$ cat config.mk
export PLATFORM = sky130hd
export DESIGN_NAME = color_scanout_flat
export DESIGN_NICKNAME = d
export VERILOG_FILES = /design/src/rtl/fb_pkg.sv /design/src/rtl/color_scanout_if.sv /design/src/rtl/color_scanout_cell_shifter.sv /design/src/rtl/color_scanout.sv /design/src/flat_wrapper.sv
export SDC_FILE = /design/constraint.sdc
export NUM_CORES = 1
export LEC_CHECK = 0
export CORE_ASPECT_RATIO = 1.2
export CORE_UTILIZATION = 30
export DETAILED_ROUTE_END_ITERATION = 16
export PLACE_DENSITY = 0.53
export RECOVER_POWER = 50
export SYNTH_ARGS = -nofsm -noshare
export SYNTH_HDL_FRONTEND = slang
export SYNTH_SLANG_ARGS = --single-unit
$ cat constraint.sdc
create_clock -name clk -period 6.64 [get_ports clk]
set_clock_uncertainty 0.1 [all_clocks]
set_input_delay 1.992 -clock clk [delete_from_list [all_inputs] [get_ports clk]]
set_output_delay 1.992 -clock clk [all_outputs]
set_load 0.03 [all_outputs]
$ cat src/rtl/fb_pkg.sv
// Shared frame-buffer layout constants and scan-out types.
// Used by the colour-cell writer and the colour scan-out reader.
package fb_pkg;

    localparam int FB_ADDR_W         = 14;
    localparam int COLOR_DATA_OFFSET = 8000;
    localparam int COLOR_CELLS_X     = 40;
    localparam int COLOR_CELLS_Y     = 25;
    localparam int BYTES_PER_ROW     = 40;
    localparam int ACTIVE_W          = 320;
    localparam int ACTIVE_H          = 200;

    // One 8-pixel cell: bitmap pattern plus foreground/background indices.
    typedef struct packed {
        logic [7:0] pattern;
        logic [3:0] fg;
        logic [3:0] bg;
    } cell_t;

    typedef enum logic [2:0] {
        S_IDLE,
        S_RD_BMP,
        S_RD_COL,
        S_WAIT,
        S_HOLD
    } scan_state_t;

    // Bitmap byte address of cell cx on row y.
    function automatic logic [FB_ADDR_W-1:0] bmp_addr(input logic [7:0] y,
                                                      input logic [5:0] cx);
        return FB_ADDR_W'(y) * FB_ADDR_W'(BYTES_PER_ROW) + FB_ADDR_W'(cx);
    endfunction

    // Colour-attribute byte address; one attribute row covers 8 bitmap rows.
    function automatic logic [FB_ADDR_W-1:0] col_addr(input logic [7:0] y,
                                                      input logic [5:0] cx);
        return FB_ADDR_W'(COLOR_DATA_OFFSET)
             + FB_ADDR_W'(y >> 3) * FB_ADDR_W'(BYTES_PER_ROW)
             + FB_ADDR_W'(cx);
    endfunction

endpackage

$ cat src/rtl/color_scanout_if.sv
// Frame-buffer read port: the scan-out drives address/strobe, memory returns data.
interface color_scanout_if;
    import fb_pkg::*;

    logic [FB_ADDR_W-1:0] fb_rd_addr;
    logic                 fb_rd_en;
    logic [7:0]           fb_rd_data;

    modport master (output fb_rd_addr, output fb_rd_en, input fb_rd_data);
    modport slave  (input fb_rd_addr, input fb_rd_en, output fb_rd_data);
endinterface

$ cat src/rtl/color_scanout_cell_shifter.sv
// Per-cell pixel shifter: holds one cell, emits MSB-first fg/bg selection,
// and accepts the next cell on the same cycle the 8th pixel leaves.
module color_scanout_cell_shifter
    import fb_pkg::*;
(
    input  logic       clk,
    input  logic       reset,
    input  logic       i_flush,
    input  logic       i_load_req,
    input  cell_t      i_load_cell,
    output logic       o_load_ack,
    input  logic       i_shift,
    output logic       o_valid,
    output logic [3:0] o_color
);

    cell_t      r_cell;
    logic [2:0] r_bitcnt;
    logic       r_valid;
    logic       w_last;

    assign w_last     = r_valid & i_shift & (r_bitcnt == 3'd7);
    assign o_load_ack = i_load_req & ~i_flush & (~r_valid | w_last);
    assign o_valid    = r_valid;
    assign o_color    = r_cell.pattern[7] ? r_cell.fg : r_cell.bg;

    // Load a new cell when empty or draining; otherwise shift one pixel per request.
    always_ff @(posedge clk) begin
        if (reset || i_flush) begin
            r_cell   <= '0;
            r_bitcnt <= 3'd0;
            r_valid  <= 1'b0;
        end else if (o_load_ack) begin
            r_cell   <= i_load_cell;
            r_bitcnt <= 3'd0;
            r_valid  <= 1'b1;
        end else if (r_valid && i_shift) begin
            r_cell.pattern <= {r_cell.pattern[6:0], 1'b0};
            r_bitcnt       <= r_bitcnt + 3'd1;
            if (r_bitcnt == 3'd7)
                r_valid <= 1'b0;
        end
    end

endmodule

$ cat src/rtl/color_scanout.sv
// Colour scan-out: prefetches bitmap + colour bytes per 8-pixel cell for one
// scanline and emits a 4-bit palette index per pixel enable.
module color_scanout
    import fb_pkg::*;
#(
    parameter int         RD_LATENCY   = 1,
    parameter logic [3:0] BORDER_COLOR = 4'h0
) (
    input  logic                   clk,
    input  logic                   reset,
    input  logic                   i_line_start,
    input  logic [7:0]             i_line_y,
    input  logic                   i_pix_ce,
    color_scanout_if.master        fb,
    output logic [3:0]             o_pix_color,
    output logic                   o_pix_valid,
    output logic                   o_line_done,
    output logic                   o_underflow
);

    scan_state_t r_state, w_state_nxt;

    logic [7:0]            r_y;
    logic [5:0]            r_cell_x;
    logic [8:0]            r_pix_cnt;
    logic                  r_line_act;
    logic [RD_LATENCY:1]   r_vld_pipe;
    logic [RD_LATENCY:1]   r_col_pipe;
    logic [7:0]            r_bmp_byte;
    cell_t                 r_next;
    logic                  r_next_valid;

    logic                  w_start_ok;
    logic                  w_rd_bmp;
    logic                  w_rd_col;
    logic                  w_bmp_cap;
    logic                  w_col_cap;
    logic                  w_load_ack;
    logic                  w_sh_valid;
    logic [3:0]            w_sh_color;
    logic                  w_shift;

    assign w_start_ok = i_line_start & (i_line_y < 8'(ACTIVE_H));
    assign w_rd_bmp   = (r_state == S_RD_BMP);
    assign w_rd_col   = (r_state == S_RD_COL);
    // Returning read data is tagged so the bitmap byte and colour byte are
    // told apart without a latency-dependent counter.
    assign w_bmp_cap  = r_vld_pipe[RD_LATENCY] & ~r_col_pipe[RD_LATENCY];
    assign w_col_cap  = r_vld_pipe[RD_LATENCY] &  r_col_pipe[RD_LATENCY];
    assign w_shift    = i_pix_ce & ~i_line_start & r_line_act & w_sh_valid;

    // FSM state register.
    always_ff @(posedge clk) begin
        if (reset) r_state <= S_IDLE;
        else       r_state <= w_state_nxt;
    end

    // Next-state: one cell fetch per pass, holding while the next buffer is full.
    always_comb begin
        w_state_nxt = r_state;
        case (r_state)
            S_IDLE:   w_state_nxt = S_IDLE;
            S_RD_BMP: w_state_nxt = S_RD_COL;
            S_RD_COL: w_state_nxt = S_WAIT;
            S_WAIT:   if (w_col_cap) w_state_nxt = S_HOLD;
            S_HOLD: begin
                if (r_cell_x == 6'(COLOR_CELLS_X)) w_state_nxt = S_IDLE;
                else if (!r_next_valid)            w_state_nxt = S_RD_BMP;
            end
            default:  w_state_nxt = S_IDLE;
        endcase
        // A new line request aborts whatever is in progress.
        if (i_line_start)
            w_state_nxt = w_start_ok ? S_RD_BMP : S_IDLE;
    end

    // Read strobe and address, driven only in the two issue states.
    always_comb begin
        fb.fb_rd_en   = w_rd_bmp | w_rd_col;
        fb.fb_rd_addr = '0;
        if (w_rd_bmp)      fb.fb_rd_addr = bmp_addr(r_y, r_cell_x);
        else if (w_rd_col) fb.fb_rd_addr = col_addr(r_y, r_cell_x);
    end

    // Fetch datapath: read tag pipeline, bitmap holding byte and next-cell buffer.
    always_ff @(posedge clk) begin
        if (reset) begin
            r_y          <= '0;
            r_cell_x     <= '0;
            r_vld_pipe   <= '0;
            r_col_pipe   <= '0;
            r_bmp_byte   <= '0;
            r_next       <= '0;
            r_next_valid <= 1'b0;
        end else if (i_line_start) begin
            // In-flight reads belong to the old line; drop their tags.
            r_vld_pipe   <= '0;
            r_col_pipe   <= '0;
            r_next_valid <= 1'b0;
            r_cell_x     <= '0;
            if (w_start_ok) r_y <= i_line_y;
        end else begin
            r_vld_pipe[1] <= w_rd_bmp | w_rd_col;
            r_col_pipe[1] <= w_rd_col;
            for (int k = 2; k <= RD_LATENCY; k++) begin
                r_vld_pipe[k] <= r_vld_pipe[k-1];
                r_col_pipe[k] <= r_col_pipe[k-1];
            end
            if (w_bmp_cap) r_bmp_byte <= fb.fb_rd_data;
            if (w_col_cap) begin
                r_next       <= '{pattern: r_bmp_byte,
                                  fg:      fb.fb_rd_data[7:4],
                                  bg:      fb.fb_rd_data[3:0]};
                r_next_valid <= 1'b1;
                r_cell_x     <= r_cell_x + 6'd1;
            end else if (w_load_ack) begin
                r_next_valid <= 1'b0;
            end
        end
    end

    color_scanout_cell_shifter u_shifter (
        .clk         (clk),
        .reset       (reset),
        .i_flush     (i_line_start),
        .i_load_req  (r_next_valid),
        .i_load_cell (r_next),
        .o_load_ack  (w_load_ack),
        .i_shift     (w_shift),
        .o_valid     (w_sh_valid),
        .o_color     (w_sh_color)
    );

    // Pixel output: shifter data, underflow border, or idle border per pixel enable.
    always_ff @(posedge clk) begin
        if (reset) begin
            o_pix_color <= BORDER_COLOR;
            o_pix_valid <= 1'b0;
            o_line_done <= 1'b0;
            o_underflow <= 1'b0;
            r_pix_cnt   <= '0;
            r_line_act  <= 1'b0;
        end else begin
            o_pix_valid <= i_pix_ce;
            o_line_done <= 1'b0;
            o_underflow <= 1'b0;
            if (i_line_start) begin
                r_line_act <= w_start_ok;
                r_pix_cnt  <= '0;
                if (i_pix_ce) o_pix_color <= BORDER_COLOR;
            end else if (i_pix_ce) begin
                if (w_shift) begin
                    o_pix_color <= w_sh_color;
                    r_pix_cnt   <= r_pix_cnt + 9'd1;
                    if (r_pix_cnt == 9'(ACTIVE_W - 1)) begin
                        o_line_done <= 1'b1;
                        r_line_act  <= 1'b0;
                    end
                end else begin
                    o_pix_color <= BORDER_COLOR;
                    o_underflow <= r_line_act;
                end
            end
        end
    end

endmodule

$ cat src/flat_wrapper.sv
// flat-port wrapper written by rule: the top's interface ports become plain ports
module color_scanout_flat import fb_pkg::*;
#(
    parameter int         RD_LATENCY   = 1,
    parameter logic [3:0] BORDER_COLOR = 4'h0
)
  (clk, reset, i_line_start, i_line_y, i_pix_ce, o_pix_color, o_pix_valid, o_line_done, o_underflow, fb_fb_rd_addr, fb_fb_rd_en, fb_fb_rd_data);
  color_scanout_if fb_i ();
  input  logic clk;
  input  logic reset;
  input  logic i_line_start;
  input  logic [7:0] i_line_y;
  input  logic i_pix_ce;
  output logic [3:0] o_pix_color;
  output logic o_pix_valid;
  output logic o_line_done;
  output logic o_underflow;
  output wire logic [$bits(fb_i.fb_rd_addr)-1:0] fb_fb_rd_addr;
  output wire logic [$bits(fb_i.fb_rd_en)-1:0] fb_fb_rd_en;
  input wire logic [$bits(fb_i.fb_rd_data)-1:0] fb_fb_rd_data;
  assign fb_fb_rd_addr = fb_i.fb_rd_addr;
  assign fb_fb_rd_en = fb_i.fb_rd_en;
  assign fb_i.fb_rd_data = fb_fb_rd_data;
  color_scanout #(.RD_LATENCY(RD_LATENCY), .BORDER_COLOR(BORDER_COLOR)) u_core (.clk(clk), .reset(reset), .i_line_start(i_line_start), .i_line_y(i_line_y), .i_pix_ce(i_pix_ce), .fb(fb_i), .o_pix_color(o_pix_color), .o_pix_valid(o_pix_valid), .o_line_done(o_line_done), .o_underflow(o_underflow));
endmodule
==> results of run 1 <==
==> cells in the mapped netlist (2+ instances only) <==
master and n:
inv_1 13, nand3_1 9, fa_1 4, nor3_1 11, a311oi_2 7, a211oi_1 2, or3_1 3, and3_1 2
ha_1 23, nand4_1 4, buf_2 5, nor2_1 69, o2111ai_1 2, clkbuf_1 20, a21o_1 3, nand2_1 82
nand3b_1 2, nor3b_1 3, nor2b_1 5, xor2_1 14, a21oi_1 46, or2_2 2, xnor2_1 15, mux2i_1 20
o211ai_1 2, dfxtp_1 81, o21ai_0 8, nand2b_1 4, o22ai_1 8, nand4b_1 2
==> cells by family after synthesis <==
family,Yosys count
compound gates,88
xor+xnor,30
fa+ha+maj,27
buf+inv,40
flops,81
mux,20
simple gates,206
==> where the power goes <==
group | switching, mW | internal, mW | total [mW]
combinational | 0.0700 | 0.0528 | 0.123
sequential | 0.00599 | 0.492 | 0.498
clock | 0.191 | 0.290 | 0.481
total | 0.267 | 0.835 | 1.10
==> cell usage in the layout (no fill, tap or decap), drive strengths merged, types with 3 or more instances in the layout <==
cell           netlist  layout
a21o                 3       3
a21oi               46      46
a311oi               7       7
buf                  7       3
clkbuf              20      12
clkdlybuf4s50        0      32
clkinv               0       3
dfxtp               81      81
dlygate4sd3          0       9
fa                   4       4
ha                  23      23
inv                 13      13
mux2i               20      20
nand2               82      82
nand2b               4       4
nand3                9       9
nand4                4       4
nor2                69      69
nor2b                5       5
nor3                11      11
nor3b                4       4
o21ai                9       9
o22ai                8       8
or2                  3       3
or3                  3       3
xnor2               16      16
xor2                14      14
==> flip-flops by register name, summed over array words and instances (netlist names) <==
signal and flops:
u_core.r_next 16, u_core.u_shifter.r_cell 16, u_core.r_pix_cnt 9, u_core.r_bmp_byte 8
u_core.r_y 8, u_core.r_cell_x 6, u_core.o_pix_color 4, u_core.r_state 3
u_core.u_shifter.r_bitcnt 3, u_core.o_line_done 1, u_core.o_pix_valid 1, u_core.o_underflow 1
u_core.r_col_pipe 1, u_core.r_line_act 1, u_core.r_next_valid 1, u_core.r_vld_pipe 1
u_core.u_shifter.o_valid 1
==> stage by stage <==
stage	instances	hold WS (ps)	area [sq um]	worst slack [ps]
floorplan	492	329	4130	1890
global placement	678	338	4670	1410
detailed placement	678	344	4670	1380
CTS	694	353	4960	1000
global route	694	369	4960	787
finish	694	353	4960	1040
==> cell type report <==
class | instances | share of cell area [%]
Multi-Input combinational cell | 371 | 47.4
Sequential cell | 81 | 32.7
Timing Repair Buffer | 45 | 8.81
Clock buffer | 11 | 4.70
Tap cell | 168 | 4.24
Clock inverter | 5 | 1.14
Inverter | 13 | 0.985
==> how the worst max path moves through the flow <==
| stage | startpoint | endpoint | cells past startpoint |
|---|---|---|---|
| after global routing | u_core.r_y[1] | fb_fb_rd_addr[13] | 10 |
| final | u_core.r_y[1] | fb_fb_rd_addr[13] | 10 |
| after CTS | u_core.r_y[1] | fb_fb_rd_addr[13] | 10 |
| after detailed placement | u_core.r_y[1] | fb_fb_rd_addr[13] | 10 |
| after floorplan | u_core.r_y[1] | fb_fb_rd_addr[11] | 9 |
| after global placement | u_core.r_y[1] | fb_fb_rd_addr[13] | 10 |
==> layer usage <==
metal	part of all wire (%)	wire (microns)	GRT usage [%]
met5	0	0	0
met3	2.7	243	3.22
met4	2.2	197	6.44
met2	48	4340	23.7
met1	47	4280	16.4
==> worst register-to-register path, cell delays in order, from the launching register on <==
cell      delay (ps)
dfxtp_1          320
ha_1             200
ha_1             170
a21boi_1         200
or3b_1           780
nor2_1           150
a311oi_2         280
==> impl_metrics.yaml, run 1 <==
clocking:
  post_cts_resized: 0
  h-tree-depth: 3
  clk_transition_reported_paths_ps: 60
  cts_buffer_depth: 2
  cts_tree: "built"
  ctsHoldBuffers: 0
  post_cts_buffers: 0
  cts-buffers-inserted: 9
  insertion_delay_ps: 340
  clock-sinks: 81
  clockRootBuffer: "clkbuf_16"
yosys:
  ys_types: 51
  synth_mux_area_share_pct: 4.85
  syn_avg_cell_area_sq_um: 8.40
  synth_fa_ha_area_share_pct: 8.90
  synth_top_family_by_area: "simple AND/OR/NAND/NOR gates"
  synthesis.area_sq_um: 4130
  synth-xor-area-share_pct: 6.54
  synth_top_area_share_pct: 39.2
  synth_ff_type: "dfxtp_1"
  synth_edf_count: 0
  synth-compound-area-share_pct: 14.4
  synth_cells: 492
  synth_warnings: 0
  synth-seq-area-share_pct: 39.2
  synth_area_leader_cell: "dfxtp_1"
  synthArstFlopShare_pct: 0
  syn_nets: 539
  synth_area_leaders: "dfxtp_1, nand2_1, ha_1"
  ys_ff_latch: 81
  synth-simple-area-share_pct: 22.2
floorplanning:
  initial_core_util_pct: 30.9
  fp-row-count: 46
  core_area_sq_um: 13400
  dieWidth_microns: 109
  io_pins: 42
  die_h_microns: 131
  die_area_sq_um: 14200
sta:
  fin_crit_sh_pct: 84.4
  max_slew_margin_pct: -20.9
  drv_slew: 84
  hold_viol: 0
  tightest_slew_ps: 1810
  setup_viol: 0
  fin_crit_ps: 5600
  fmax_mhz: 178
  tns_ps: 0
  rsz0062_at_grt: "no"
grt:
  track_usage_pct: 13.9
  grt_overflow: 0
  antenna_found_initial: 0
  grt_pass1_vias: 3303
  grt_max_degree: 43
  grt_pass1_wl_mm: 15.3
min_path:
  hp-start: "u_core.r_next[3]"
  hp-class: "register to register"
  whs_endpoint: "u_core.u_shifter.r_cell[3]"
  whs_path_depth: 2
power:
  p_total_mw: 1.10
  powerDensity_nw_per_um2: 222
  vdd_ir_drop_max_mv: 0.135
  power.leakage_nw: 1.79
setup_path:
  crit_buf_inv: 1
  reg2regPathDepth: 6
  reg2reg_to: "u_core.u_shifter.r_cell[9]"
  crit_fanout: 4
  arrival_ps: 3510
  reg2reg_slack_ps: 4330
  cp_slowest_cell: "clkdlybuf4s50_1"
  critPathTopFamily: "simple AND/OR/NAND/NOR gates"
  worstPathCellList: "ha_1 -> ha_1 -> fa_1 -> nand3_1 -> a2bb2oi_2 -> nand2_1 -> or3_1 -> nor4b_1 -> or2_1 -> clkdlybuf4s50_1"
  cp-end-kind: "output pin"
  startpoint_type: "register"
  crit_type: "register to output pin"
  required_ps: 4550
  crit_top_cell: "ha_1"
  reg2reg_from: "u_core.u_shifter.r_bitcnt[0]"
  max_stage_delay_ps: 660
outcome:
  status: "complete, but fails checks"
  violations: "capacitance limit, slew limit"
routing:
  drc_errors: 0
  routed_wl_mm: 9.06
  first_pass_iters: 4
  num_vias: 3380
  antenna_left: 0
  drtIter0Drc: 86
  vias_per_cell: 4.87
  routedWlPerCell_microns: 13.1
run:
  maxCapViolCount: 2
cells_and_area:
  final_layout_size_suffix_gt1_share_pct: 5.89
  multi_input_area_sq_um: 2350
  ff_latch_area_sq_um: 1620
  syn_to_final_growth_pct: 20.0
  fin_util_pct: 37.1
  nFillCells: 1375
  antenna_cells: 0
  fin_nets: 568
placed_design:
  io_buffers: 41
  gp_congestion: 0.797
  post-dp-hpwl_mm: 6.57
No activity file was read; power rests on OpenSTA's default activity.
==> run 2, diff against run 1 <==
--- a/config.mk
+++ b/config.mk
@@ -8,7 +8,7 @@
 export CORE_ASPECT_RATIO = 1.2
 export CORE_UTILIZATION = 30
 export DETAILED_ROUTE_END_ITERATION = 16
-export PLACE_DENSITY = 0.53
+export PLACE_DENSITY = 0.54
 export RECOVER_POWER = 50
 export SYNTH_ARGS = -nofsm -noshare
 export SYNTH_HDL_FRONTEND = slang
==> constraint.sdc (replaced) <==
create_clock -name clk -period 4.9 [get_ports clk]
set_clock_uncertainty 0.1 [all_clocks]
set_input_delay 1.47 -clock clk [delete_from_list [all_inputs] [get_ports clk]]
set_output_delay 1.47 -clock clk [all_outputs]
set_load 0.03 [all_outputs]
==> run 2 against run 1 <==
The flow still finishes with violations (capacitance limit, slew limit); flip-flop and latch count unchanged; sequential share of layout area decreased by 0.50 points; critical path depth stayed put; clock-buffer cell count is the same; sequential power increased by 35%; critical path type unchanged.
==> impl_metrics.yaml, run 2 (synthesized netlist as in run 1, its figures left out) <==
floorplanning:
  initial_core_util_pct: 30.9
  core_area_sq_um: 13400
  fp-row-count: 46
  die_area_sq_um: 14200
  io_pins: 42
  die_h_microns: 131
  dieWidth_microns: 109
clocking:
  h-tree-depth: 3
  cts_buffer_depth: 2
  cts_tree: "built"
  clk_transition_reported_paths_ps: 60
  cts-buffers-inserted: 9
  ctsHoldBuffers: 0
  clockRootBuffer: "clkbuf_16"
  clock-sinks: 81
  insertion_delay_ps: 330
routing:
  num_vias: 3414
  drc_errors: 0
  antenna_left: 0
  vias_per_cell: 4.89
  routedWlPerCell_microns: 12.8
  routed_wl_mm: 8.97
  drtIter0Drc: 112
  first_pass_iters: 4
setup_path:
  crit_buf_inv: 1
  crit_type: "register to output pin"
  worstPathCellList: "ha_1 -> ha_1 -> fa_1 -> nand3_1 -> a2bb2oi_2 -> nand2_1 -> or3_1 -> xnor2_1 -> o22ai_1 -> dlygate4sd2_1"
  reg2reg_to: "u_core.u_shifter.r_cell[9]"
  crit_fanout: 4
  cp_slowest_cell: "fa_1"
  crit_top_cell: "ha_1"
  reg2reg_from: "u_core.u_shifter.r_bitcnt[0]"
  cp-end-kind: "output pin"
  arrival_ps: 3190
  startpoint_type: "register"
  critPathTopFamily: "adder cells"
  reg2regPathDepth: 6
  required_ps: 3330
  max_stage_delay_ps: 430
  reg2reg_slack_ps: 2640
sta:
  setup_viol: 0
  drv_slew: 41
  rsz0062_at_grt: "no"
  fin_crit_sh_pct: 97.0
  tightest_slew_ps: 1790
  tns_ps: 0
  hold_viol: 0
  fmax_mhz: 210
  fin_crit_ps: 4760
  max_slew_margin_pct: -19.5
power:
  p_total_mw: 1.59
  pwr-share-seq_pct: 42.4
  swShare_pct: 23.4
  power.leakage_nw: 1.88
  vdd_ir_drop_max_mv: 0.179
  combinationalPowerShare_pct: 10.7
  power_switching_mw: 0.371
  internal_power_mw: 1.22
  powerDensity_nw_per_um2: 315
  p_clk_share_pct: 46.9
placed_design:
  io_buffers: 41
  placed_area_sq_um: 4700
  post-dp-hpwl_mm: 6.61
  gp_congestion: 0.825
run:
  maxCapViolCount: 1
cells_and_area:
  final_layout_size_suffix_gt1_share_pct: 7.36
  syn_to_final_growth_pct: 21.8
  most-common-layout-cells: "nand2_1, dfxtp_1, nor2_1, a21oi_1, clkdlybuf4s50_1"
  fin_nets: 572
  final_common_cell: "nand2_1"
  antenna_cells: 0
  postLayoutCellArea_sq_um: 5030
  top_regs: "u_core.r_next x16, u_core.u_shifter.r_cell x16, u_core.r_pix_cnt x9"
min_path:
  whs_path_depth: 2
  hp-class: "register to register"
  hp-start: "u_core.u_shifter.r_cell[7]"
  whs_endpoint: "u_core.u_shifter.r_cell[7]"
grt:
  grt_pass1_wl_mm: 15.0
  grt_max_degree: 43
  track_usage_pct: 13.3
  grt_overflow: 0
  antenna_found_initial: 0
  grt_pass1_vias: 3229
outcome:
  status: "complete, but fails checks"
  violations: "capacitance limit, slew limit"
## run 2: cell count changes in the layout (fill, tap and decap cells not counted), sizes merged, moves of 2 or more
cell / before / now
dlygate4sd2: 0 / 2
clkdlybuf4s50: 32 / 28
dlymetal6s2s: 0 / 2
buf: 3 / 7
## run 2: how the worst max path moves through the flow
stage | start | endpoint | slack, ps | cells past startpoint
after floorplan | u_core.r_y[1] | fb_fb_rd_addr[11] | 670 | 9
after global placement | u_core.r_y[3] | fb_fb_rd_addr[13] | 190 | 10
after detailed placement | u_core.r_y[3] | fb_fb_rd_addr[13] | 170 | 10
after CTS | u_core.r_y[4] | fb_fb_rd_addr[10] | 40 | 9
after global routing | u_core.r_y[3] | fb_fb_rd_addr[11] | 10 | 10
final | u_core.r_y[3] | fb_fb_rd_addr[11] | 140 | 10
## run 2: worst reg2reg max path: stages, from the launching register on
cell      delay, ps
dfxtp_1         320
ha_1            190
ha_1            180
a21boi_1        210
or3b_1          760
nor2_1          130
a311oi_2        280
## run 2: repair_timing
action / 4_1_cts / 5_1_grt
pin swaps: 0 / 0
setup endpoints to repair: 3 / 3
resized for setup: 3 / 4
setup buffers: 0 / 0
## run 2: power groups by stage
stage / registers [mW] / logic (mW) / clock network, mW
2_1_floorplan: 0.686 / 0.116 / 0
3_3_place_gp: 0.688 / 0.171 / 0
3_5_place_dp: 0.688 / 0.173 / 0
4_1_cts: 0.673 / 0.172 / 0.760
5_1_grt: 0.674 / 0.186 / 0.788
6_report: 0.673 / 0.170 / 0.745
## run 2: per-layer routing
layer  part of all wire (%)  GRT usage [%]
met1                     48           16.4
met2                     47           22.9
met3                    2.5           2.18
met4                    2.1           5.72
met5                      0              0
## run 2: area by class of cell
type	count	area (sq um)
flip-flops and latches	81	1620
repair buffers	49	464
inverters	13	48.8
well taps	168	210
clock buffers	11	253
clock inverters	5	86.3
fillers	1386	8320
multi-input cells	371	2350
## run 2: stage by stage
stage / setup WS [ps] / hold WS, ps / util [%] / cells
after detailed placement: 171 / 347 / 35.2 / 682
final: 145 / 352 / 37.7 / 698
after floorplan: 668 / 329 / - / 492
after global placement: 191 / 344 / 35.2 / 682
after CTS: 35.6 / 355 / 37.7 / 698
after global routing: 12.5 / 376 / 37.7 / 698
==> run 3, diff against run 2 <==
--- a/config.mk
+++ b/config.mk
@@ -6,9 +6,9 @@
 export NUM_CORES = 1
 export LEC_CHECK = 0
 export CORE_ASPECT_RATIO = 1.2
-export CORE_UTILIZATION = 30
+export CORE_UTILIZATION = 47
 export DETAILED_ROUTE_END_ITERATION = 16
-export PLACE_DENSITY = 0.54
+export PLACE_DENSITY = 0.76
 export RECOVER_POWER = 50
 export SYNTH_ARGS = -nofsm -noshare
 export SYNTH_HDL_FRONTEND = slang
==> run 3 against run 2 <==
The run still ends with capacitance limit, slew limit left; sequential power about the same; clock power decreased by 22%; routed wire length decreased by 5.0%; highest routed layer unchanged.
==> impl_metrics.yaml, run 3 (synthesized netlist as in run 1, its figures left out) <==
outcome:
  status: "complete, but fails checks"
  violations: "capacitance limit, slew limit"
sta:
  tightest_slew_ps: 1720
  tns_ps: 0
  setup_viol: 0
  fmax_mhz: 214
  fin_crit_ps: 4670
  hold_viol: 0
  max_slew_margin_pct: -14.4
  rsz0062_at_grt: "no"
  drv_slew: 41
  fin_crit_sh_pct: 95.3
setup_path:
  crit_top_cell: "ha_1"
  max_stage_delay_ps: 430
  crit_fanout: 4
  worstPathCellList: "ha_1 -> ha_1 -> fa_1 -> nand3_1 -> a2bb2oi_2 -> nand2_1 -> or3_1 -> nor4b_1 -> or2_1 -> clkbuf_2"
  required_ps: 3330
  crit_type: "register to output pin"
  startpoint_type: "register"
  cp_slowest_cell: "fa_1"
  cp-end-kind: "output pin"
  arrival_ps: 3100
floorplanning:
  initial_core_util_pct: 48.2
  die_area_sq_um: 9170
  fp-row-count: 37
  io_pins: 42
  dieWidth_microns: 87.6
  die_h_microns: 105
  core_area_sq_um: 8560
power:
  p_total_mw: 1.42
  vdd_ir_drop_max_mv: 0.214
  powerDensity_nw_per_um2: 293
  power.leakage_nw: 1.81
cells_and_area:
  antenna_cells: 0
  final_common_cell: "nand2_1"
  top_regs: "u_core.r_next x16, u_core.u_shifter.r_cell x16, u_core.r_pix_cnt x9"
  syn_to_final_growth_pct: 17.4
  most-common-layout-cells: "nand2_1, dfxtp_1, nor2_1, a21oi_1, clkdlybuf4s50_1"
  final_layout_size_suffix_gt1_share_pct: 7.21
  fin_nets: 570
grt:
  grt_pass1_wl_mm: 14.5
  antenna_found_initial: 0
  track_usage_pct: 20.0
  grt_pass1_vias: 3233
  grt_overflow: 0
  grt_max_degree: 43
routing:
  first_pass_iters: 4
  antenna_left: 0
  routedWlPerCell_microns: 13.2
  routed_wl_mm: 8.52
  vias_per_cell: 5.28
  drc_errors: 0
  num_vias: 3401
  drtIter0Drc: 149
min_path:
  hp-class: "register to register"
clocking:
  insertion_delay_ps: 350
  h-tree-depth: 3
  clockRootBuffer: "clkbuf_8"
  clock-sinks: 81
  cts_buffer_depth: 2
  post_cts_buffers: 0
  clk_transition_reported_paths_ps: 80
  cts_tree: "built"
  cts-buffers-inserted: 9
placed_design:
  post-dp-hpwl_mm: 6.15
  io_buffers: 41
  gp_congestion: 0.867
run:
  maxCapViolCount: 1
-- run 3: worst paths after layout --
kind / to / cells past startpoint / slack, ps / startpoint
worst max register to register: u_core.u_shifter.r_cell[14] / 6 / 2630 / u_core.u_shifter.r_bitcnt[0]
worst min-delay path: u_core.r_next[8] / 2 / 360 / u_core.r_bmp_byte[0]
worst min register to register: u_core.r_next[8] / 2 / 360 / u_core.r_bmp_byte[0]
worst max-delay path: fb_fb_rd_addr[13] / 10 / 230 / u_core.r_y[1]
-- run 3: area by class of cell --
cell class / count / area (sq um)
repair buffers: 47 / 442
fillers: 756 / 3710
well taps: 117 / 146
inverters: 13 / 48.8
clock buffers: 10 / 138
clock inverters: 5 / 104
multi-input cells: 371 / 2350
flip-flops and latches: 81 / 1620
-- run 3: worst max-delay path: cells and delay by family (launching register included) --
kind                       cells  cell delay [ps]
DFF                            1              350
AOI/OAI and AO/OA              1              170
and+or+nand+nor                5             1050
adders and majority gates      3             1000
buffers and inverters          1              190
-- run 3: metrics by stage --
stage	setup slack (ps)	utilization, %	cells	hold slack, ps	instance area (sq um)
after global placement	203	54.0	629	336	4620
after floorplan	668	-	492	329	4130
final	232	56.6	644	356	4850
after CTS	18.2	56.7	644	357	4860
after global routing	1.35	56.6	644	377	4850
after detailed placement	126	54.0	629	345	4620
-- run 3: per-layer routing --
layer,GRT usage (%),share of wire (%),wire (microns),up-vias
met4,7.85,1.9,159,0
met3,3.48,2.5,215,14
li1,-,-,-,1742
met2,35.4,51,4380,49
met5,0,0,0,-
met1,23.5,44,3770,1596
-- run 3: timing repair --
item | in CTS | in global routing
resized for setup | 4 | 6
setup endpoints to repair | 4 | 3
hold buffers | 0 | 0
-- run 3: report_power, final --
group	switching [mW]	internal (mW)
sequential	0.00807	0.666
clock	0.230	0.350
combinational	0.0946	0.0712
